--- config.mk ---
export PLATFORM = sky130hd
export DESIGN_NAME = dbg_probe_mux
export DESIGN_NICKNAME = d
export VERILOG_FILES = /design/src/rtl/dbg_probe_mux.sv
export SDC_FILE = /design/constraint.sdc
export NUM_CORES = 1
export LEC_CHECK = 0
export ABC_AREA = 1
export ABC_CLOCK_PERIOD_IN_PS = 4500
export BUFFER_PORTS_ARGS = -buffer_cell sky130_fd_sc_hd__buf_4
export CAP_MARGIN = 40
export CELL_PAD_IN_SITES_DETAIL_PLACEMENT = 0
export CELL_PAD_IN_SITES_GLOBAL_PLACEMENT = 2
export CORE_AREA = 2 2 226 228
export CTS_BUF_LIST = sky130_fd_sc_hd__clkbuf_4 sky130_fd_sc_hd__clkbuf_8
export DETAILED_ROUTE_END_ITERATION = 8
export DIE_AREA = 0 0 228 230
export PLACE_DENSITY_LB_ADDON = 0.25
export SYNTH_ARGS = -nofsm -noshare
export SYNTH_HDL_FRONTEND = slang
export SYNTH_SLANG_ARGS = --single-unit
--- constraint.sdc ---
create_clock -name clk -period 4.5 [get_ports clk]
set_input_delay 0.9 -clock clk [delete_from_list [all_inputs] [get_ports clk]]
set_output_delay 0.9 -clock clk [all_outputs]
set_load 0.1 [all_outputs]
--- src/rtl/dbg_probe_mux.sv ---
// Debug probe selector: picks one of NCH probe channels (manual select or auto-scan) into a registered OW-bit display window.
// Latency: one cycle from sel/ch_bus/scan pointer to out/out_ch; trigger compare is combinational, its effect registered.
// Backpressure: none; free-running sampler. DBG_PROBE_SNAP_EN builds the snapshot bank with the LIVE/ARMED/HOLD FSM.
// The snapshot-drop pulse is named rel because "release" is a reserved word in SystemVerilog.
module dbg_probe_mux #(
    parameter int NCH      = 16,
    parameter int DW       = 32,
    parameter int OW       = 13,
    parameter int SCAN_DIV = 4,
    parameter int TRIG_CH  = 0,
    parameter int SELW     = $clog2(NCH)
) (
    input  logic              clk,
    input  logic              rst_n,
    input  logic [NCH*DW-1:0] ch_bus,
    input  logic [SELW-1:0]   sel,
    input  logic              scan_en,
    input  logic              arm,
    input  logic              snap,
    input  logic              rel,
    input  logic [DW-1:0]     trig_val,
    output logic [OW-1:0]     out,
    output logic [SELW-1:0]   out_ch,
    output logic              armed,
    output logic              held
);

    // A divider width of at least one bit keeps SCAN_DIV = 1 legal.
    localparam int DIVW = (SCAN_DIV > 1) ? $clog2(SCAN_DIV) : 1;

    logic [DIVW-1:0] div_cnt;
    logic [SELW-1:0] scan_ptr;
    logic [SELW-1:0] ptr;
    logic [DW-1:0]   view [NCH];
    logic [DW-1:0]   src;

    // Scan divider and pointer; both parked at 0 while scan is off.
    always_ff @(posedge clk or negedge rst_n) begin
        if (!rst_n) begin
            div_cnt  <= '0;
            scan_ptr <= '0;
        end else if (!scan_en) begin
            div_cnt  <= '0;
            scan_ptr <= '0;
        end else if (div_cnt == DIVW'(SCAN_DIV - 1)) begin
            div_cnt  <= '0;
            scan_ptr <= (scan_ptr == SELW'(NCH - 1)) ? '0 : scan_ptr + 1'b1;
        end else begin
            div_cnt <= div_cnt + 1'b1;
        end
    end

    assign ptr = scan_en ? scan_ptr : sel;

`ifdef DBG_PROBE_SNAP_EN
    typedef enum logic [1:0] {S_LIVE, S_ARMED, S_HOLD} state_t;

    state_t        state;
    state_t        state_nxt;
    logic          trig_hit;
    logic          capture;
    logic [DW-1:0] bank [NCH];

    assign trig_hit = (ch_bus[TRIG_CH*DW +: DW] == trig_val);

    // FSM state register.
    always_ff @(posedge clk or negedge rst_n) begin
        if (!rst_n) state <= S_LIVE;
        else        state <= state_nxt;
    end

    // Next state: capture beats release, release beats arm; HOLD ignores arm/snap.
    always_comb begin
        state_nxt = state;
        case (state)
            S_LIVE: begin
                if (snap)     state_nxt = S_HOLD;
                else if (arm) state_nxt = S_ARMED;
            end
            S_ARMED: begin
                if (snap || trig_hit) state_nxt = S_HOLD;
                else if (rel)         state_nxt = S_LIVE;
            end
            S_HOLD: begin
                if (rel) state_nxt = S_LIVE;
            end
            default: state_nxt = S_LIVE;
        endcase
    end

    // FSM outputs: status flags and the capture strobe for the bank.
    always_comb begin
        armed   = (state == S_ARMED);
        held    = (state == S_HOLD);
        capture = ((state == S_LIVE) && snap) ||
                  ((state == S_ARMED) && (snap || trig_hit));
    end

    // Snapshot bank freezes every channel on the same edge the FSM enters HOLD.
    always_ff @(posedge clk or negedge rst_n) begin
        if (!rst_n) begin
            for (int k = 0; k < NCH; k++) bank[k] <= '0;
        end else if (capture) begin
            for (int k = 0; k < NCH; k++) bank[k] <= ch_bus[k*DW +: DW];
        end
    end

    // Channel view: frozen bank while holding, live probes otherwise.
    always_comb begin
        for (int k = 0; k < NCH; k++) view[k] = held ? bank[k] : ch_bus[k*DW +: DW];
    end
`else
    // Snapshot controls have no function in this build.
    logic unused_snap_ctrl;
    assign unused_snap_ctrl = ^{arm, snap, rel, trig_val};
    assign armed = 1'b0;
    assign held  = 1'b0;

    // Channel view is always the live probe set.
    always_comb begin
        for (int k = 0; k < NCH; k++) view[k] = ch_bus[k*DW +: DW];
    end
`endif

    // Pointer decode; an index past NCH-1 selects zero.
    always_comb begin
        src = '0;
        for (int k = 0; k < NCH; k++) begin
            if (ptr == SELW'(k)) src = view[k];
        end
    end

    // Registered display window: plain truncation to the low OW bits.
    always_ff @(posedge clk or negedge rst_n) begin
        if (!rst_n) begin
            out    <= '0;
            out_ch <= '0;
        end else begin
            out    <= src[OW-1:0];
            out_ch <= ptr;
        end
    end

endmodule

==> reports/results.txt, run 1 <==
clock tree from TritonCTS -> built
sequential area share after synthesis -> 19.8%
Synth Area in Simple Gates -> 61.8%
largest vdd supply drop -> 135 µV
final worst slack -> 1.30 ns
largest family of logic cells by synthesized area -> simple AND/OR/NAND/NOR gates
crit path cell chain -> buf_4 > inv_2 > nand2_2 > nand2_8 > nor2_4 > nand2_1 > nor2_1 > nor2_1 > nand4_1 > nand2_1 > nand4_1 > nor2_1 > nand4_1 > nand2_1 > nand2_1
Crit path max-delay family -> simple AND/OR/NAND/NOR gates
Post-Place Worst Slack -> 0.780 ns
sequential power share -> 23.2%
top_reg_cell synth -> dfrtp_1
Non-Filler Instances -> 1,413
Post-Route Setup TNS -> 0 ns
Critical Path Source Type -> primary input
Peak Freq -> 313 MHz
Synth top area share -> 25.5%
Synth Area in Adders -> 0.860%
total of max-cap violations -> 0
most common cell in the synthesized netlist -> nand2_1
Pint -> 0.000516 W
fin. max-slew vios -> 0
Worst Hold Class -> flip-flop to flip-flop
Register Area -> 576 µm²
post-synthesis mux area share -> 0%
post-layout min period -> 3.20 ns
most numerous cell on the critical path -> nand2_1
# IOs -> 573
synthesized area -> 0.00291 mm²
Critical R2R Capture -> out[0]
Compound-Gate Fraction of Synth Area -> 3.05%
total power draw -> 0.00106 W
critical path endpoint -> out[0]
clock network power share -> 14.7%
worst-case clock skew -> 0.0202 ns
relative slew slack -> 47.9%
first-pass GRT wire length -> 30.0 mm
final worst-path cycle share -> 71.1%
Reg2Reg Depth -> 13
post-route ant nets -> 0
largest area contributor in the synthesized netlist -> nand2_1
Die Height -> 230 µm
RSZ-0062 raised after global routing -> no
setup slack, reg-to-reg -> 1.78 ns
CTS max path bufs -> 2
Num CTS Buffers -> 3
cts repair resizes -> 0
flops & latches, synth -> 23
sw frac -> 51.5%
Mapped Avg Cell Area -> 5.59 µm²
Congestion Overflow GR -> 0
Routed WL -> 21.1 mm
CTS HTree Levels -> 1
Sink Count -> 23
vias in the first global route -> 4,164
RePlAce Congestion -> 0.696
Setup crit start -> scan_en
DP HPWL -> 18.4 mm
slowest stage delay, CP -> 0.60 ns
top area cells in the synthesized netlist -> nand2_1 (26%), dfrtp_1 (20%), nand3_1 (9.3%)
Hold Fails Final Rpt -> 0
CP Data Required Time -> 4.76 ns
Crit path buffers/inverters -> 2
via count -> 3,915
Die X -> 228 µm
switching power -> 0.000547 W
ant diodes -> 0
number of unique standard cell types used by synthesis -> 29
drt drc -> 0
largest net degree at the start of global routing -> 34
Mapped Cells -> 520
top post-synthesis cells by count -> nand2_1 (198), inv_1 (61), nand3_1 (54)
Power Density -> 195 mW/mm²
Crit. End Element -> flip-flop
CP arrival -> 3.46 ns
first drt pass iteration count -> 4
fillcell total -> 6,036
status -> finished clean
Critical-path top delay cell -> nor2_4
Starting DRT DRC Count -> 112
area of the core -> 0.0499 mm²
Post-CTS Setup Bufs -> 0
PortBufs -> 231
Final #Nets -> 1,298
initial antenna violation count -> 3
P&R area growth vs syn -> 87.0%
CTS hold repair buffers -> 0
Comb power frac -> 62.1%
Least-Margin Pin Slew -> 0.780 ns
initial core utilization -> 5.83%
CTS root buffer -> clkbuf_8
Overall Global Routing Usage -> 7.93%
async set-or-reset flop fraction in the synthesized netlist -> 100%
critical path depth -> 15
share of layout cells above drive strength 1 -> 39.0%
xor and xnor fraction of the mapped netlist area -> 0.301%
vias per cell -> 2.77
number of synthesized flops with an enable pin -> 0
per-cell routed wire length -> 14.9 µm
RR Startpoint -> scan_ptr[3]
Placed Cells -> 1,409
crit-path max FO -> 33
area taken by multi-input logic gates -> 0.00193 mm²
Setup violations, final -> 0
die area -> 0.0524 mm²
Crit Path Category -> primary input to flip-flop
clk_lat worst skew -> 0.31 ns
static leakage power -> 2.61 nW
synth warn -> 0
clock slew at reported path FFs -> 0.12 ns
site row count -> 82
-- layout make-up --
class / instances / share of cell area (%)
Clock buffer: 3 / 0.759
Sequential cell: 23 / 10.6
Timing Repair Buffer: 237 / 32.7
Clock inverter: 1 / 0.0920
Multi-Input combinational cell: 406 / 35.5
Tap cell: 672 / 15.5
Inverter: 71 / 4.90
-- placed cells by master (no fill, tap or decap), types with 7 or more instances in the layout --
master	synthesis	routed
nand3_1	54	54
nand4_1	32	32
nand2_2	8	8
dfrtp_1	23	23
nor2_2	6	7
buf_4	3	237
nor2_1	50	49
or2_2	12	12
inv_1	61	61
or2_0	9	9
inv_2	10	10
a21oi_1	11	11
nand2_1	198	198
-- worst min-delay path by stage --
stage	startpoint	cells past startpoint	endpoint	slack [ns]
6_report	div_cnt[0]	1	div_cnt[0]	0.44
5_1_grt	div_cnt[0]	1	div_cnt[0]	0.48
4_1_cts	div_cnt[0]	1	div_cnt[0]	0.45
3_5_place_dp	div_cnt[0]	1	div_cnt[0]	0.43
3_3_place_gp	div_cnt[0]	1	div_cnt[0]	0.42
2_1_floorplan	div_cnt[0]	1	div_cnt[0]	0.41
-- per-stage QoR --
stage	instance area (µm²)	utilization, %	hold slack [ns]
6_report	5440	10.9	0.441
5_1_grt	5440	10.9	0.482
4_1_cts	5440	10.9	0.447
3_5_place_dp	5390	10.8	0.433
3_3_place_gp	5390	10.8	0.421
2_1_floorplan	2910	-	0.410
-- power by group through the flow --
stage / clock network (W) / registers (W) / logic, W
2_1_floorplan: 0 / 0.000449 / 0.000172
3_3_place_gp: 0 / 0.000249 / 0.000682
3_5_place_dp: 0 / 0.000249 / 0.000681
4_1_cts: 0.000174 / 0.000246 / 0.000681
5_1_grt: 0.000181 / 0.000250 / 0.000716
6_report: 0.000157 / 0.000246 / 0.000660
-- metal layers --
layer  up-vias  GRT usage [%]  share of wire, %
li1       2057              -                 -
met1      1674           10.5                48
met2       168           11.8                41
met3        10           4.14                11
met4         6          0.674              0.37
met5         -              0              0.21
-- logic make-up after synthesis --
| kind of cell | Yosys count |
|---|---|
| DFF | 23 |
| other | 1 |
| adders and majority gates | 2 |
| buffers and inverters | 92 |
| xor gates and xnor gates | 1 |
| and+or+nand+nor | 385 |
| AOI/OAI and AO/OA | 16 |
-- sequential cells by signal, indices dropped and copies added (netlist names) --
| register | cells |
|---|---|
| out | 13 |
| out_ch | 4 |
| scan_ptr | 4 |
| div_cnt | 2 |
No activity file was read; power rests on OpenSTA's default activity.
==> inputs of run 2 (changes only) <==
--- a/config.mk
+++ b/config.mk
@@ -6,7 +6,7 @@
 export NUM_CORES = 1
 export LEC_CHECK = 0
 export ABC_AREA = 1
-export ABC_CLOCK_PERIOD_IN_PS = 4500
+export ABC_CLOCK_PERIOD_IN_PS = 3200
 export BUFFER_PORTS_ARGS = -buffer_cell sky130_fd_sc_hd__buf_4
 export CAP_MARGIN = 40
 export CELL_PAD_IN_SITES_DETAIL_PLACEMENT = 0
==> constraint.sdc (replaced) <==
create_clock -name clk -period 3.2 [get_ports clk]
set_input_delay 0.64 -clock clk [delete_from_list [all_inputs] [get_ports clk]]
set_output_delay 0.64 -clock clk [all_outputs]
set_load 0.1 [all_outputs]
==> reports/results.txt, run 2 (synthesis results as in run 1) <==
P&R area growth vs syn -> 91.9%
post-layout min period -> 2.50 ns
CTS HTree Levels -> 1
Final #Nets -> 1,317
Placed Cells -> 1,428
clock slew at reported path FFs -> 0.13 ns
sw frac -> 51.2%
# IOs -> 573
clock network power share -> 15.2%
first-pass GRT wire length -> 30.4 mm
Crit. End Element -> flip-flop
per-cell routed wire length -> 14.8 µm
vias in the first global route -> 4,269
Crit Path Category -> primary input to flip-flop
Peak Freq -> 399 MHz
final worst-path cycle share -> 78.2%
most frequent cells in the layout -> buf_4 (256), nand2_1 (198), inv_1 (61)
switching power -> 0.000778 W
sequential power share -> 22.8%
clk_lat worst skew -> 0.32 ns
CP arrival -> 2.78 ns
Worst Hold Class -> primary input to asynchronous set/reset pin
largest net degree at the start of global routing -> 24
Setup violations, final -> 0
most common cell after layout, fill and taps aside -> buf_4
RR Startpoint -> scan_ptr[0]
crit-path max FO -> 15
first drt pass iteration count -> 4
share of layout cells above drive strength 1 -> 40.5%
max reg flops -> 13
Setup crit start -> scan_en
Pint -> 0.000740 W
Post-CTS Setup Bufs -> 0
worst-case clock skew -> 0.0349 ns
final core utilization -> 11.2%
Power Density -> 272 mW/mm²
CTS root buffer -> clkbuf_8
DP HPWL -> 18.7 mm
largest vdd supply drop -> 256 µV
initial antenna violation count -> 3
Die Height -> 230 µm
die area -> 0.0524 mm²
Non-Filler Instances -> 1,432
Least-Margin Pin Slew -> 0.500 ns
CP Data Required Time -> 3.48 ns
Critical Path Source Type -> primary input
fin. max-slew vios -> 0
Routed WL -> 21.1 mm
drt drc -> 0
Starting DRT DRC Count -> 95
status -> finished clean
PortBufs -> 231
site row count -> 82
Largest regs -> out: 13 flops, out_ch: 4 flops, scan_ptr: 4 flops
RSZ-0062 raised after global routing -> no
post-route ant nets -> 0
cts repair resizes -> 0
relative slew slack -> 66.6%
total power draw -> 0.00152 W
total of max-cap violations -> 0
area of the core -> 0.0499 mm²
Comb power frac -> 62.0%
CTS max path bufs -> 2
vias per cell -> 2.77
Die X -> 228 µm
initial core utilization -> 5.83%
Post-Route Setup TNS -> 0 ns
static leakage power -> 2.71 nW
RePlAce Congestion -> 0.693
Sink Count -> 23
Top reg by flops -> out
Overall Global Routing Usage -> 8.05%
Hold Fails Final Rpt -> 0
clock tree from TritonCTS -> built
Congestion Overflow GR -> 0
via count -> 3,970
ant diodes -> 0
CTS hold repair buffers -> 0
Num CTS Buffers -> 3
[run 2: cell types whose count changed in the layout (fill, tap and decap cells not counted), sizes merged]
cell and delta:
buf +19
[run 2: power groups by stage]
stage	Clock [W]	Sequential, W	Combinational, W
after floorplan	0	0.000632	0.000242
after global placement	0	0.000350	0.000979
after detailed placement	0	0.000349	0.000977
after CTS	0.000252	0.000346	0.000977
after global routing	0.000258	0.000351	0.00103
final	0.000231	0.000346	0.000941
[run 2: path summary, 6_finish.rpt]
path / end / slack (ns) / depth (start not counted)
setup / recovery: out[5] / 0.70 / 16
hold / removal: out[0] / 0.22 / 1
setup reg to reg: out[11] / 0.89 / 14
hold reg to reg: div_cnt[0] / 0.44 / 1
max in group asynchronous: out_ch[2] / 2.64 / 1
min in group clk: div_cnt[0] / 0.44 / 1
[run 2: final cells by class]
class / instances / area, µm²
inverters: 71 / 267
repair buffers: 256 / 1920
clock inverters: 1 / 5.00
multi-input cells: 406 / 1930
fillers: 6025 / 44300
clock buffers: 3 / 41.3
well taps: 672 / 841
flip-flops and latches: 23 / 576
[run 2: stage by stage]
stage,hold WS [ns],setup WS [ns],instance area [µm²]
after CTS,0.217,0.483,5580
after global placement,0.422,0.106,5540
after global routing,0.229,0.361,5580
after floorplan,0.344,1.24,2910
after detailed placement,0.430,0.115,5540
final,0.218,0.697,5580
[run 2: metal layers]
layer  global-route usage, %  wire length [µm]
met4                   0.674                75
met2                    12.3              8760
met1                    10.4              9850
met3                    4.28              2410
met5                       0                40
[run 2: worst max-delay path: stages]
cell and delay, ns:
buf_4 0.17, inv_2 0.12, nand2_2 0.12, nand2_8 0.09
nor2_4 0.36, nand2_2 0.21, inv_1 0.20, buf_4 0.17
nand2_1 0.05, nand4_1 0.10, nand2_1 0.07, nand4_1 0.18
nor2_1 0.10, nand4_1 0.08, nand2_1 0.05, nand2_1 0.05
